--- config.mk ---
export PLATFORM = sky130hd
export DESIGN_NAME = lza_norm_shift_stage
export DESIGN_NICKNAME = d
export VERILOG_FILES = /design/src/rtl/lza_norm_shift_stage.sv
export SDC_FILE = /design/constraint.sdc
export NUM_CORES = 1
export LEC_CHECK = 0
export CAP_MARGIN = 20
export CELL_PAD_IN_SITES_DETAIL_PLACEMENT = 1
export CELL_PAD_IN_SITES_GLOBAL_PLACEMENT = 1
export CORE_UTILIZATION = 40
export DETAILED_ROUTE_END_ITERATION = 7
export GPL_TIMING_DRIVEN = 1
export PLACE_DENSITY = 0.8
export SLEW_MARGIN = 20
export SYNTH_ARGS = -nofsm -noshare
export SYNTH_HDL_FRONTEND = slang
export SYNTH_SLANG_ARGS = --single-unit
export TNS_END_PERCENT = 1
--- constraint.sdc ---
create_clock -name clk -period 4.4 [get_ports clk]
set_clock_uncertainty 0.1 [all_clocks]
set_input_delay 0.44 -clock clk [delete_from_list [all_inputs] [get_ports clk]]
set_output_delay 0.44 -clock clk [all_outputs]
set_load 0.02 [all_outputs]
--- src/rtl/lza_norm_shift_stage.sv ---
// lza_norm_shift_stage: two-step normalization shifter that sits behind detection_tree.
// Step 1 applies the anticipated leading-zero count and step 2 applies the one-bit
// nshift_correct fix-up. Valid/ready on both sides, one item per cycle, two register stages.
// Optional build macro LZA_NORM_ERRCHK_EN adds out_norm_err, a registered flag that the
// applied shift failed to bring a non-zero magnitude's MSB to the top bit.
module lza_norm_shift_stage #(
   parameter  int DATA_WIDTH  = 8,
   localparam int SHIFT_WIDTH = $clog2(DATA_WIDTH)
) (
   input  logic                   clk,
   input  logic                   rst_n,
   input  logic                   in_valid,
   output logic                   in_ready,
   input  logic [DATA_WIDTH-1:0]  in_data,
   input  logic [SHIFT_WIDTH-1:0] in_lza_cnt,
   input  logic                   in_nshift_corr,
   output logic                   out_valid,
   input  logic                   out_ready,
   output logic [DATA_WIDTH-1:0]  out_data,
   output logic [SHIFT_WIDTH:0]   out_shift,
   output logic                   out_zero
`ifdef LZA_NORM_ERRCHK_EN
   ,
   output logic                   out_norm_err
`endif
);

   logic                   s1Valid_q, s1Valid_d;
   logic [DATA_WIDTH-1:0]  s1Data_q, s1Data_d;
   logic [SHIFT_WIDTH-1:0] s1Cnt_q, s1Cnt_d;
   logic                   s1Corr_q, s1Corr_d;
   logic                   s1Zero_q, s1Zero_d;

   logic                   outValid_q, outValid_d;
   logic [DATA_WIDTH-1:0]  outData_q, outData_d;
   logic [SHIFT_WIDTH:0]   outShift_q, outShift_d;
   logic                   outZero_q, outZero_d;
`ifdef LZA_NORM_ERRCHK_EN
   logic                   outErr_q, outErr_d;
`endif

   logic                   s2Ready;
   logic                   s1Advance;
   logic                   inFire;
   logic [DATA_WIDTH-1:0]  fineData;

   // Handshake: readiness is derived only from the register valids and out_ready,
   // so there is never a path from in_valid to out_valid.
   always_comb begin
      s2Ready   = ~outValid_q | out_ready;
      in_ready  = ~s1Valid_q | s2Ready;
      inFire    = in_valid & in_ready;
      s1Advance = s1Valid_q & s2Ready;
   end

   // Stage 1 next state: coarse shift by the anticipated count; refills in the same cycle it drains.
   always_comb begin
      s1Valid_d = s1Valid_q;
      s1Data_d  = s1Data_q;
      s1Cnt_d   = s1Cnt_q;
      s1Corr_d  = s1Corr_q;
      s1Zero_d  = s1Zero_q;
      if (s1Advance) begin
         s1Valid_d = 1'b0;
      end
      if (inFire) begin
         s1Valid_d = 1'b1;
         s1Data_d  = in_data << in_lza_cnt;
         s1Cnt_d   = in_lza_cnt;
         s1Corr_d  = in_nshift_corr;
         s1Zero_d  = (in_data == '0);
      end
   end

   // Fine shift: one extra position when detection_tree reports the anticipation was one short.
   always_comb begin
      fineData = s1Data_q;
      if (s1Corr_q) begin
         fineData = {s1Data_q[DATA_WIDTH-2:0], 1'b0};
      end
   end

   // Stage 2 next state: holds steady while stalled, loads whenever stage 1 advances.
   always_comb begin
      outValid_d = outValid_q;
      outData_d  = outData_q;
      outShift_d = outShift_q;
      outZero_d  = outZero_q;
`ifdef LZA_NORM_ERRCHK_EN
      outErr_d   = outErr_q;
`endif
      if (outValid_q && out_ready) begin
         outValid_d = 1'b0;
      end
      if (s1Advance) begin
         outValid_d = 1'b1;
         outData_d  = fineData;
         outShift_d = {1'b0, s1Cnt_q} + {{SHIFT_WIDTH{1'b0}}, s1Corr_q};
         outZero_d  = s1Zero_q;
`ifdef LZA_NORM_ERRCHK_EN
         outErr_d   = ~s1Zero_q & ~fineData[DATA_WIDTH-1];
`endif
      end
   end

   // Pipeline registers; reset discards any in-flight items.
   always_ff @(posedge clk or negedge rst_n) begin
      if (!rst_n) begin
         s1Valid_q  <= 1'b0;
         s1Data_q   <= '0;
         s1Cnt_q    <= '0;
         s1Corr_q   <= 1'b0;
         s1Zero_q   <= 1'b0;
         outValid_q <= 1'b0;
         outData_q  <= '0;
         outShift_q <= '0;
         outZero_q  <= 1'b0;
`ifdef LZA_NORM_ERRCHK_EN
         outErr_q   <= 1'b0;
`endif
      end else begin
         s1Valid_q  <= s1Valid_d;
         s1Data_q   <= s1Data_d;
         s1Cnt_q    <= s1Cnt_d;
         s1Corr_q   <= s1Corr_d;
         s1Zero_q   <= s1Zero_d;
         outValid_q <= outValid_d;
         outData_q  <= outData_d;
         outShift_q <= outShift_d;
         outZero_q  <= outZero_d;
`ifdef LZA_NORM_ERRCHK_EN
         outErr_q   <= outErr_d;
`endif
      end
   end

   assign out_valid = outValid_q;
   assign out_data  = outData_q;
   assign out_shift = outShift_q;
   assign out_zero  = outZero_q;
`ifdef LZA_NORM_ERRCHK_EN
   assign out_norm_err = outErr_q;
`endif

endmodule

After elaboration in Yosys (flattened, before gate mapping):

Cells that the tools add are included.

* register bits: 28
* output and inout bits: 15
* logic and storage cells: 26

* bitwise operators: 6
* add/subtract/negate cells: 1
* shifts and indexed selects: 1
* reductions and logical operators: 4
* mux-type cells: 5

Operators with widths (count)
* zero test 8 bit: 1
* two-way mux 8 bit: 1
* << shifter 8 x 3 -> 8 bit: 1
* adder 3 x 1 -> 4 bit: 1
* two-way mux 1 bit: 4
* nonzero test 2 bit: 2
* bitwise AND 1 bit: 2
* NOT 1 bit: 2
* bitwise OR 1 bit: 2
* logical AND 1 bit: 1

Longest topological paths before layout:

Gate-level depths: netlist of the first run.

* depth after elaboration: 5
* gate-level depth with buffers: 5

Worst setup path before layout of the first run:

No wires, ideal clock.

* path kind: input-to-reg
* start: input port in_lza_cnt[1]
* end: register s1Data_q[7]
* setup time: 125 ps
* stages on the path: 4
* setup slack: 2627 ps
* arrival time: 1548 ps
* cells stage by stage: buf_6 > mux2_4 > mux4_2 > mux2_4

* longest elaborated chain between the ends: 1

RTL lines
* start: declaration: line 15 `input logic [SHIFT_WIDTH-1:0] in_lza_cnt,`
* << shifter 8 x 3 -> 8 bit: line 68 `s1Data_d = in_data << in_lza_cnt;`
* end signal: assignment: line 123 `s1Data_q <= s1Data_d;`
* end: declaration: line 29 `logic [DATA_WIDTH-1:0] s1Data_q, s1Data_d;`

No other way between the ends.
A chain may end at the register's enable or synchronous reset.

Final worst setup path of the first run:

* start: register s1Valid_q
* end: output port in_ready

* longest elaborated chain between the ends: 2

RTL lines
* start: declaration: line 28 `logic s1Valid_q, s1Valid_d;`
* start signal: assignment: line 122 `s1Valid_q <= s1Valid_d;`
* NOT 1 bit: line 51 `in_ready = ~s1Valid_q | s2Ready;`
* bitwise OR 1 bit: line 51
* end: declaration: line 13 `output logic in_ready,`

No other way between the ends.

==> results of run 1 <==
[kinds of logic after synthesis]
family,count (synthesis)
AOI/OAI and AO/OA,25
xor gates and xnor gates,1
adders and majority gates,2
buffers and inverters,12
DFF,28
muxes,30
and+or+nand+nor,25
[cell type report]
| type | instances | share of cell area [%] |
|---|---|---|
| clock buffers | 4 | 2.96 |
| inverters | 2 | 0.404 |
| multi-input cells | 83 | 39.3 |
| flip-flops and latches | 28 | 37.7 |
| well taps | 46 | 3.10 |
| repair buffers | 31 | 16.6 |
[worst paths after layout]
path	start	to	slack, ns
worst max register to register	s1Valid_q	s1Data_q[7]	2.55
worst min-delay path	s1Zero_q	out_zero	0.41
worst min register to register	s1Zero_q	out_zero	0.41
worst max-delay path	s1Valid_q	in_ready	2.00
min in group asynchronous	rst_n	out_data[6]	0.44
max in group asynchronous	rst_n	s1Data_q[0]	3.50
[state kept, by name (all words and copies together) (netlist names)]
register / count
s1Data_q: 8
out_zero: 1
out_data: 8
s1Corr_q: 1
s1Cnt_q: 3
out_shift: 4
out_valid: 1
s1Valid_q: 1
s1Zero_q: 1
[per-stage QoR]
step                std cells  setup WS [ns]  cell area, um^2  power, uW  util, %
finish                    194           2.00             1860        719     54.0
global route              194           1.85             1860        757     54.0
CTS                       194           1.99             1860        724     54.0
detailed placement        190           1.77             1800        568     52.4
global placement          190           1.85             1800        559     52.4
floorplan                 123           2.63             1490        465        -
[report_power, final]
group	leakage [uW]	internal, uW	total (uW)	switching [uW]
registers	0.000339	302	336	34.3
clock network	0.0000288	80.1	158	78.4
logic	0.000422	120	224	104
[cell usage in the layout (no fill, tap or decap), drive strengths merged]
cell type      instances
clkbuf                 4
a21oi                  9
nand2                  3
nor2                   1
a21boi                 1
dfrtp                 28
nand3                  2
mux4                   3
or3b                   1
o2bb2ai                3
mux2i                 10
a31oi                  9
mux2                  17
nor4                   2
a41o                   1
and2                   1
nand2b                 5
inv                    2
o22a                   1
nand3b                 3
ha                     2
o21ai                  1
and3                   1
buf                    1
nor2b                  1
nor4b                  1
clkdlybuf4s50         30
xor2                   1
nand4                  2
or2                    1
and2b                  1
[cells in the mapped netlist, drive strengths merged]
master,number
a41o,1
and3,1
nor4b,1
or2,1
o2bb2ai,3
o22a,1
buf,3
nand3,2
nand3b,3
or3b,1
mux2,17
and2,1
a21oi,9
mux4,3
and2b,1
o21ai,1
a21boi,1
xor2,1
inv,2
clkbuf,7
nor2,1
nand2,3
mux2i,10
dfrtp,28
ha,2
a31oi,9
nand2b,5
nor4,2
nand4,2
nor2b,1
[metal layers]
| layer | vias up | routed length (um) | global-route usage, % |
|---|---|---|---|
| met5 | - | 0 | 0 |
| met4 | 0 | 58 | 8.43 |
| met3 | 4 | 98 | 2.19 |
| met2 | 27 | 1510 | 30.2 |
| met1 | 547 | 1480 | 22.4 |
| li1 | 510 | - | - |
[worst max-delay path, delay by kind of cell (launching register included)]
kind	cells	cell delay, ns
flops	1	0.67
buf+inv	1	0.61
simple gates	1	0.30
==> results.json, run 1 <==
{
  "syn-mean-instance-area_um2": 12.1,
  "synth_top_family_by_area": "multiplexers",
  "grt_pass1_wl_mm": 5.45,
  "overflow": 0,
  "cp_max_fo": 17,
  "vias_per_cell": 5.61,
  "layout_min_cycle_time_ns": 2.40,
  "path_class": "reg2out",
  "dp_hpwl_mm": 2.33,
  "synthMuxAreaShare_pct": 25.4,
  "regArea_um2": 701,
  "worst_pin_slew_ns": 0.605,
  "setup_violations": 0,
  "power_density_nw_per_um2": 386,
  "arrival_ns": 1.86,
  "die_h_um": 63.0,
  "worst_setup_path_start_kind": "register",
  "grt_max_degree": 29,
  "syn-num-nets": 141,
  "die_area_um2": 3960,
  "synth_compound_area_share_pct": 10.8,
  "antenna_cells": 0,
  "fp.dieW_um": 63.0,
  "drc": 0,
  "syn_area_um2": 1490,
  "synth_fa_ha_area_share_pct": 1.68,
  "maxCapViolations": 0,
  "synth_largest_area_cell": "dfrtp_1",
  "timing.fmax_mhz": 417,
  "tns_ns": 0,
  "clock_latency_ns": 0.27,
  "hold_viol": 0,
  "cts_tree": "yes",
  "track_usage_pct": 17.9,
  "yosys.area_share.simple_pct": 10.7,
  "grt_pass1_vias": 1122,
  "synth_xor_area_share_pct": 0.589,
  "antenna_found_initial": 0,
  "io_pins": 31,
  "cp_cell_sequence": "nand3b_2 > clkdlybuf4s50_1",
  "numCtsBuffers": 3,
  "whs_ns": 0.411,
  "rows": 21,
  "cts.sinks": 28,
  "syn2layout_area_growth_pct": 25.1,
  "hold_depth": 1,
  "yosys_warnings": 0,
  "ff2ff_path_depth": 3,
  "port_buffers": 30,
  "synth_cell_type_count": 34,
  "synth_seq_cells": 28,
  "drt_pass1_iterations": 4,
  "wirelength_mm": 3.15,
  "post_cts.repair.setup_buffers": 0,
  "cts-root-buf": "clkbuf_8",
  "yosysSeqAreaShare_pct": 47.1,
  "path_clk_slew_ns": 0.10,
  "drtIter0Drc": 48,
  "multi_input_area_um2": 731,
  "wl_per_cell_um": 16.3,
  "routabilityCongestion": 0.768,
  "slew_viol_final": 0,
  "synth_top_area_share_pct": 47.1,
  "holdCritPathClass": "reg2reg",
  "p_leak_uw": 0.000790,
  "cts_resized": 0,
  "max-vdd-ir-drop_mv": 0.146,
  "max_stage_delay_ns": 0.67,
  "relSlewSlack_pct": 59.7,
  "initial_utilization_pct": 43.2,
  "hold_buffers": 0,
  "num-fill-cells": 362,
  "ant_nets": 0,
  "required_ns": 3.86,
  "cts_max_level": 1,
  "netlist_instances": 123,
  "status": "finished clean",
  "vias": 1088,
  "clk_path_buf_depth": 2,
  "crit_slowest_cell": "dfrtp_1",
  "drive_gt1_share_pct": 18.9,
  "nets": 167,
  "crit_path_end_kind": "output port",
  "period_share_pct": 54.5,
  "rsz0062_at_grt": "false",
  "core_area_um2": 3440,
  "yosys-top-cells-area": "dfrtp_1 47%, mux2_2 11%, mux2i_1 6.7%"
}
Note: power is estimated with default switching activity, not from simulation.
==> run 2, diff against run 1 <==
CORE_UTILIZATION = 36   (was 40)
PLACE_DENSITY = 0.76   (was 0.8)
clock period = 2.2 ns   (was 4.4 ns; I/O delays follow)
==> results.json, run 2 (synthesis gave the netlist of run 1 again) <==
{
  "numCtsBuffers": 3,
  "setup_violations": 0,
  "nets": 174,
  "cts_max_level": 1,
  "worst_pin_slew_ns": 0.465,
  "cts-root-buf": "clkbuf_8",
  "gr-usage-met3_pct": 1.03,
  "port_buffers": 30,
  "crit_buf_inv": 2,
  "vias": 1084,
  "die_area_um2": 4390,
  "dpl-instance-area_um2": 1860,
  "grt_pass1_wl_mm": 5.68,
  "crit_path_end_kind": "output port",
  "timing.fmax_mhz": 516,
  "ant_nets": 0,
  "required_ns": 1.88,
  "drtIter0Drc": 50,
  "status": "finished clean",
  "post_cts.repair.setup_buffers": 0,
  "reg2reg_slack_ns": 0.53,
  "cts.sinks": 28,
  "overflow": 0,
  "cts_tree": "yes",
  "drt_pass1_iterations": 4,
  "slew_viol_final": 0,
  "relSlewSlack_pct": 69.0,
  "crit_family": "buffers and inverters",
  "grt_pass1_vias": 1160,
  "layout_min_cycle_time_ns": 1.94,
  "worst_setup_path_start_kind": "input pin",
  "grt.met2_usage_pct": 30.5,
  "grt.met1_usage_pct": 22.0,
  "num-fill-cells": 406,
  "syn2layout_area_growth_pct": 27.9,
  "drc": 0,
  "track_usage_pct": 17.2,
  "grt_max_degree": 29,
  "routabilityCongestion": 0.797,
  "cp_max_fo": 10,
  "p_leak_uw": 0.000817,
  "path_class": "in2out",
  "busiest_layer": "met2",
  "maxCapViolations": 0,
  "antenna_found_initial": 0,
  "period_share_pct": 88.0,
  "final_common_cell": "clkdlybuf4s50_1",
  "hold_buffers": 0,
  "dp_hpwl_mm": 2.59,
  "clock_latency_ns": 0.27,
  "path_common_cell": "clkdlybuf4s50_1",
  "wl_per_cell_um": 16.5,
  "cp_cell_sequence": "clkdlybuf4s50_1 > nand3b_2 > clkdlybuf4s50_1",
  "antenna_cells": 0,
  "drive_gt1_share_pct": 22.1,
  "power_density_nw_per_um2": 740,
  "crit_slowest_cell": "clkdlybuf4s50_1",
  "final_area_um2": 1900,
  "core_area_um2": 3800,
  "vias_per_cell": 5.37,
  "clk_path_buf_depth": 2,
  "holdCritPathClass": "in2async",
  "max_stage_delay_ns": 0.61,
  "arrival_ns": 1.62,
  "die_h_um": 66.3,
  "tns_ns": 0,
  "rows": 22,
  "hold_viol": 0,
  "path_clk_slew_ns": 0.09,
  "cts_resized": 0,
  "max-vdd-ir-drop_mv": 0.294,
  "initial_utilization_pct": 39.1,
  "rsz0062_at_grt": "false",
  "fp.dieW_um": 66.3,
  "wirelength_mm": 3.33,
  "io_pins": 31,
  "mostFrequentLayoutCells": "30 x clkdlybuf4s50_1, 28 x dfrtp_1, 14 x mux2_2, 10 x mux2i_1"
}
-- run 2: area by class of cell --
| cell class | count | area [um^2] | share of cell area [%] |
|---|---|---|---|
| Clock buffer | 3 | 41.3 | 2.17 |
| Timing Repair Buffer | 38 | 360 | 19.0 |
| Multi-Input combinational cell | 83 | 731 | 38.4 |
| Sequential cell | 28 | 701 | 36.9 |
| Inverter | 2 | 7.51 | 0.395 |
| Tap cell | 48 | 60.1 | 3.16 |
-- run 2: worst paths after layout --
path                               from            to  cells after the start
setup reg to reg               s1Corr_q  out_shift[2]                      4
max in group asynchronous         rst_n   out_data[1]                      2
min in group clk           out_shift[3]  out_shift[3]                      1
hold reg to reg            out_shift[3]  out_shift[3]                      1
setup / recovery              out_ready      in_ready                      3
hold / removal                    rst_n   out_data[0]                      2
-- run 2: through the flow --
stage	setup slack [ns]	cells	util (%)	hold slack, ns	power, uW
2_1_floorplan	0.531	123	-	-0.176	930
3_3_place_gp	0.0422	199	48.9	0.386	1130
3_5_place_dp	-0.0270	199	48.9	0.398	1150
4_1_cts	0.258	202	50.0	0.243	1420
5_1_grt	0.222	202	50.0	0.270	1490
6_report	0.264	202	50.0	0.232	1410
-- run 2: metal layers --
metal | part of all wire, % | up-vias | wire length [um]
li1 | - | 521 | -
met1 | 48 | 535 | 1590
met2 | 49 | 26 | 1620
met3 | 3.0 | 2 | 100
met4 | 0.81 | 0 | 27
met5 | 0 | - | 0
-- run 2: power by group --
group,internal (uW),switching [uW],leakage (uW)
logic,251,217,0.000456
clock network,123,149,0.0000216
registers,603,64.8,0.000339
-- run 2: worst register-to-register path: stages (launching register included) --
cell and delay [ns]:
dfrtp_1 0.56, ha_1 0.29, ha_1 0.19, xor2_1 0.16, mux2_2 0.27
